<file path="config.mk">
export PLATFORM = sky130hd
export DESIGN_NAME = dcsk_frame_modulator
export DESIGN_NICKNAME = d
export VERILOG_FILES = /design/src/rtl/dcsk_frame_modulator.sv
export SDC_FILE = /design/constraint.sdc
export NUM_CORES = 1
export LEC_CHECK = 0
export ABC_AREA = 1
export CELL_PAD_IN_SITES_DETAIL_PLACEMENT = 0
export CELL_PAD_IN_SITES_GLOBAL_PLACEMENT = 2
export CORE_MARGIN = 2
export CORE_UTILIZATION = 37
export CTS_BUF_LIST = sky130_fd_sc_hd__clkbuf_4
export CTS_CLUSTER_DIAMETER = 200
export DETAILED_ROUTE_END_ITERATION = 12
export PLACE_DENSITY_LB_ADDON = 0.1
export RECOVER_POWER = 25
export SLEW_MARGIN = 20
export SYNTH_ARGS = -nofsm -noshare
export SYNTH_HDL_FRONTEND = slang
export SYNTH_SLANG_ARGS = --single-unit
</file>
<file path="constraint.sdc">
create_clock -name i_clk -period 2.8 [get_ports i_clk]
set_input_delay 0.28 -clock i_clk [delete_from_list [all_inputs] [get_ports i_clk]]
set_output_delay 0.28 -clock i_clk [all_outputs]
set_load 0.1 [all_outputs]
</file>
<file path="src/rtl/dcsk_frame_modulator.sv">
// DCSK frame modulator for multi-bit signed chaos samples.
// Each accepted message bit produces one frame of SF = 2^sf_log2 samples: a reference half that
// passes the raw chaos samples through, then an information half that replays the stored
// reference, negated (with saturation) when the message bit is 0.
//
// Ports:
//   i_clk, i_arst_n              clock, asynchronous active-low reset
//   i_msg_bit/i_msg_valid        message bit handshake input; o_msg_ready accepts
//   i_sf_log2                    log2 of spreading factor, sampled on message acceptance
//   o_chaos_rd, i_chaos          chaos pull strobe and sample (consumed when strobe is high)
//   o_mod_data, o_mod_valid      registered modulated sample stream
//   o_frame_half, o_frame_start  0 = reference / 1 = information half; first sample of frame
//   o_sf_err                     i_sf_log2 illegal while a message could be accepted
//   o_busy                       a frame is in progress
module dcsk_frame_modulator #(
  parameter int unsigned DATA_W      = 8,
  parameter int unsigned MAX_SF_LOG2 = 5,
  parameter int unsigned SF_W        = $clog2(MAX_SF_LOG2 + 1)
) (
  input  logic                     i_clk,
  input  logic                     i_arst_n,
  input  logic                     i_msg_bit,
  input  logic                     i_msg_valid,
  output logic                     o_msg_ready,
  input  logic [SF_W-1:0]          i_sf_log2,
  output logic                     o_chaos_rd,
  input  logic signed [DATA_W-1:0] i_chaos,
  output logic signed [DATA_W-1:0] o_mod_data,
  output logic                     o_mod_valid,
  output logic                     o_frame_half,
  output logic                     o_frame_start,
  output logic                     o_sf_err,
  output logic                     o_busy
);

  localparam int unsigned CntW  = MAX_SF_LOG2 - 1;
  localparam int unsigned Depth = 1 << CntW;

  localparam logic [SF_W-1:0] SfMin = SF_W'(2);
  localparam logic [SF_W-1:0] SfMax = SF_W'(MAX_SF_LOG2);

  localparam logic signed [DATA_W-1:0] MinVal = {1'b1, {(DATA_W - 1) {1'b0}}};
  localparam logic signed [DATA_W-1:0] MaxVal = {1'b0, {(DATA_W - 1) {1'b1}}};

  typedef enum logic [1:0] {StIdle, StRef, StInfo} state_e;

  state_e                     state_q;
  logic [CntW-1:0]            cnt_q;
  logic [CntW-1:0]            hlast_q;  // half length minus one
  logic                       msg_q;
  logic signed [DATA_W-1:0]   ref_mem_q [Depth];
  logic signed [DATA_W-1:0]   mod_data_q;
  logic                       mod_valid_q;
  logic                       frame_half_q;
  logic                       frame_start_q;

  logic                       sf_ok;
  logic                       last;
  logic                       open;
  logic                       accept;
  logic [CntW-1:0]            hlast_new;
  logic signed [DATA_W-1:0]   ref_sample;
  logic signed [DATA_W-1:0]   info_sample;

  always_comb begin
    sf_ok       = (i_sf_log2 >= SfMin) && (i_sf_log2 <= SfMax);
    last        = (cnt_q == hlast_q);
    // A new message may only be taken while idle or on the final information cycle.
    open        = (state_q == StIdle) || ((state_q == StInfo) && last);
    // Gating with the reset keeps handshake outputs low while reset is held.
    o_msg_ready = i_arst_n & sf_ok & open;
    o_sf_err    = i_arst_n & ~sf_ok & open;
    accept      = i_msg_valid & o_msg_ready;
    // H-1 = 2^(sf_log2-1)-1 as a run of ones; only meaningful when sf_ok.
    hlast_new   = ~({CntW{1'b1}} << (i_sf_log2 - SF_W'(1)));
    ref_sample  = ref_mem_q[cnt_q];
    if (msg_q) begin
      info_sample = ref_sample;
    end else if (ref_sample == MinVal) begin
      info_sample = MaxVal;
    end else begin
      info_sample = -ref_sample;
    end
    o_chaos_rd  = (state_q == StRef);
    o_busy      = (state_q != StIdle);
  end

  always_ff @(posedge i_clk or negedge i_arst_n) begin
    if (!i_arst_n) begin
      state_q       <= StIdle;
      cnt_q         <= '0;
      hlast_q       <= '0;
      msg_q         <= 1'b0;
      for (int i = 0; i < Depth; i++) begin
        ref_mem_q[i] <= '0;
      end
      mod_data_q    <= '0;
      mod_valid_q   <= 1'b0;
      frame_half_q  <= 1'b0;
      frame_start_q <= 1'b0;
    end else begin
      mod_data_q    <= '0;
      mod_valid_q   <= 1'b0;
      frame_half_q  <= 1'b0;
      frame_start_q <= 1'b0;
      case (state_q)
        StIdle: begin
          if (accept) begin
            msg_q   <= i_msg_bit;
            hlast_q <= hlast_new;
            cnt_q   <= '0;
            state_q <= StRef;
          end
        end
        StRef: begin
          ref_mem_q[cnt_q] <= i_chaos;
          mod_data_q       <= i_chaos;
          mod_valid_q      <= 1'b1;
          frame_start_q    <= (cnt_q == '0);
          if (last) begin
            cnt_q   <= '0;
            state_q <= StInfo;
          end else begin
            cnt_q <= cnt_q + 1'b1;
          end
        end
        StInfo: begin
          mod_data_q   <= info_sample;
          mod_valid_q  <= 1'b1;
          frame_half_q <= 1'b1;
          if (last) begin
            cnt_q <= '0;
            if (accept) begin
              msg_q   <= i_msg_bit;
              hlast_q <= hlast_new;
              state_q <= StRef;
            end else begin
              state_q <= StIdle;
            end
          end else begin
            cnt_q <= cnt_q + 1'b1;
          end
        end
        default: state_q <= StIdle;
      endcase
    end
  end

  assign o_mod_data    = mod_data_q;
  assign o_mod_valid   = mod_valid_q;
  assign o_frame_half  = frame_half_q;
  assign o_frame_start = frame_start_q;

endmodule

</file>
==> flow_summary.toml <==
[synthesis]
yosys.area.top_type = "dfrtp_1"
syn_area_sq_mm = 0.007754
seq_area_frac_synth_pct = 48.41
yosys.area_share.simple_pct = 26.61
synth_top_family_by_area = "simple AND/OR/NAND/NOR gates"
synthAdderAreaFrac_pct = 2.259
ys_seq_elements = 150
yosysWarnings = 0
synthFlopType = "dfrtp_1"
synth_top_area_share_pct = 48.41
yosys-mux-area-fraction_pct = 0
synthTopCellsByArea = "dfrtp_1 (48%), nand2_1 (19%), o21ai_0 (8.6%)"
yosys.area_share.xor_xnor_pct = 1.017
syn_nets = 1068
async_reset_ff_share_pct = 100.0
ys_types = 34
synth-edff-count = 0
synth-compound-area-share_pct = 10.94
syn_inst = 1039
synth.avg_cell_area_sq_um = 7.463

[sta]
timing.final.crit_period_ps = 2543
period_share_pct = 90.81
worst_pin_slew_ps = 1248
tns_ps = 0
rsz0062_at_grt = "false"
fmax_mhz = 393.3
setup-violations-final = 0
slew_headroom_pct = 16.83
hold_viol = 0
timing.hold.ws_ps = 171.2
fin_skew_ps = 33.01
finalMaxSlewViolations = 0

[die]
rows = 52
core_area_sq_mm = 0.02043
dieWidth_microns = 148.8
die_h_microns = 148.8
start_util_pct = 37.95
ios = 30
dieArea_sq_mm = 0.02213

[routing]
wirelength_mm = 21.20
drtIter0Drc = 339
drc = 0
antenna_left = 0
first_pass_iters = 7
wire_per_inst_microns = 15.80
via_per_inst = 4.645
vias = 6233

[global_routing]
met3_usage_pct = 3.119
grt_use_met2_pct = 33.68
busiest_layer = "met2"
antenna_found_initial = 1
grt_first_pass_wirelength_mm = 34.97
grt_max_degree = 88
met1_usage_pct = 28.79
overflow = 0
grt_pass1_vias = 6262
track_usage_pct = 20.69

[power_and_ir_drop]
p_per_area_mw_per_mm2 = 985.4
finalPower_w = 0.008492
vdd_drop_max_uv = 415.7
leakagePower_nw = 4.772

[hold_path]
hp-class = "primary input to async pin"

[clocking]
clkSinkCount = 150
cts-root-buf = "clkbuf_4"
cts_made_buffers = 17
cts.clk_slew.worst_paths_ps = 140
post-cts-setup-buffers = 0
cts_buffer_depth = 2
insertion_delay_ps = 560
cts_tree = "yes"
htree_levels = 4

[placed_design]
portBuffers = 29
gp_congestion = 0.7913
dp_hpwl_mm = 14.25
place_area_sq_mm = 0.008283

[setup_path]
crit_type = "flop to output pin"
end_kind = "output pin"
startpoint_type = "flop"
crit_fanout = 36
cp.arrival_ps = 2260
required_ps = 2520

[cells_and_area]
design_area_sq_mm = 0.008618
syn_to_final_growth_pct = 11.15
final_core_util_pct = 42.19
fillers = 2245
num-nets-final = 1087
layout-drive-gt1-share_pct = 8.777

[status]
run_status = "completed"

[run]
maxCapViolations = 0
per-layer routing:
metal | up-vias | wire length (microns)
met3 | 21 | 458
met4 | 0 | 398
li1 | 3234 | -
met2 | 61 | 9785
met1 | 2917 | 10560
met5 | - | 0
final cells by class:
class	count	area (sq um)	area share (%)
inverter	144	545.5	6.330
tap	270	337.8	3.920
clock inverter	14	196.4	2.279
multi-input combinational	693	3176	36.85
timing repair buffer	52	470.5	5.459
clock buffer	18	135.1	1.568
antenna	1	2.502	0.02904
sequential	150	3755	43.57
sequential cells by signal, indices dropped and copies added, names as in the netlist, 2 cells and up:
register and cells:
state_q 2, ref_mem_q 128, o_mod_data 8, cnt_q 4
hlast_q 4
per-stage QoR:
step / worst slack [ps] / instances
6_report: 257.4 / 1342
5_1_grt: 79.92 / 1342
4_1_cts: 86.83 / 1341
3_5_place_dp: 441.9 / 1308
3_3_place_gp: 422.7 / 1308
2_1_floorplan: 220.7 / 1039
power breakdown:
group          internal, W  total, W  switching [W]
Clock             0.000726   0.00158       0.000850
Sequential         0.00262   0.00287       0.000253
Combinational      0.00125   0.00405        0.00280
Total              0.00459   0.00849        0.00390
worst max-delay path, stage by stage, from the launching register on:
cell and delay (ps):
dfrtp_1 400, buf_6 330, xor2_1 140, nor2_2 170, nand2_2 120, nand2_2 100
o211ai_4 100, nor2_2 160, buf_12 190
cells in the final DEF, fill, tap and decap left out, drive strengths merged:
master,synthesis,layout
a21oi,15,15
a22oi,2,2
a31oi,2,2
buf,26,37
bufinv,0,4
clkbuf,26,19
clkdlybuf4s50,0,13
clkinv,3,8
clkinvlp,0,2
dfrtp,150,150
diode,0,1
dlygate4sd3,0,1
ha,14,14
inv,141,144
nand2,404,404
nand3,60,60
nand3b,1,1
nand4,2,2
nor2,40,40
nor3,2,2
o211ai,3,3
o21ai,138,138
o21bai,1,1
xnor2,1,1
xor2,8,8
cell families (layout without fill, tap and decap cells):
| kind of cell | count (synthesis) | after routing |
|---|---|---|
| simple gates | 509 | 509 |
| buf+inv | 196 | 228 |
| compound gates | 161 | 161 |
| flops | 150 | 150 |
| fa+ha+maj | 14 | 14 |
| xor+xnor | 9 | 9 |
| other cells | 0 | 1 |
synthesized netlist by cell type (8+ instances only):
cell type,count
inv_1,135
nand3_1,60
ha_1,14
nand2_1,400
o21ai_0,134
buf_2,11
clkbuf_1,25
dfrtp_1,150
a21oi_1,14
xor2_1,8
nor2_1,32
worst paths after layout:
kind	start	cells after the start	slack, ps	to
min in group i_clk	i_msg_bit	3	300	msg_q$_DFFE_PN0P_
max reg2reg	cnt_q[0]$_DFFE_PN0P_	14	440	o_mod_data[5]$_DFF_PN0_
min reg2reg	ref_mem_q[104]$_DFFE_PN0P_	2	500	ref_mem_q[104]$_DFFE_PN0P_
min	i_arst_n	2	170	ref_mem_q[16]$_DFFE_PN0P_
max	cnt_q[1]$_DFFE_PN0P_	8	260	o_sf_err
max in group asynchronous	i_arst_n	3	1000	ref_mem_q[32]$_DFFE_PN0P_
what timing repair did:
item,in CTS,in global routing
hold buffers,1,0
endpoints found under the hold margin,27,0
setup endpoints to repair,0,2
resized for setup,0,1
Power figures use the tool's default switching activity.
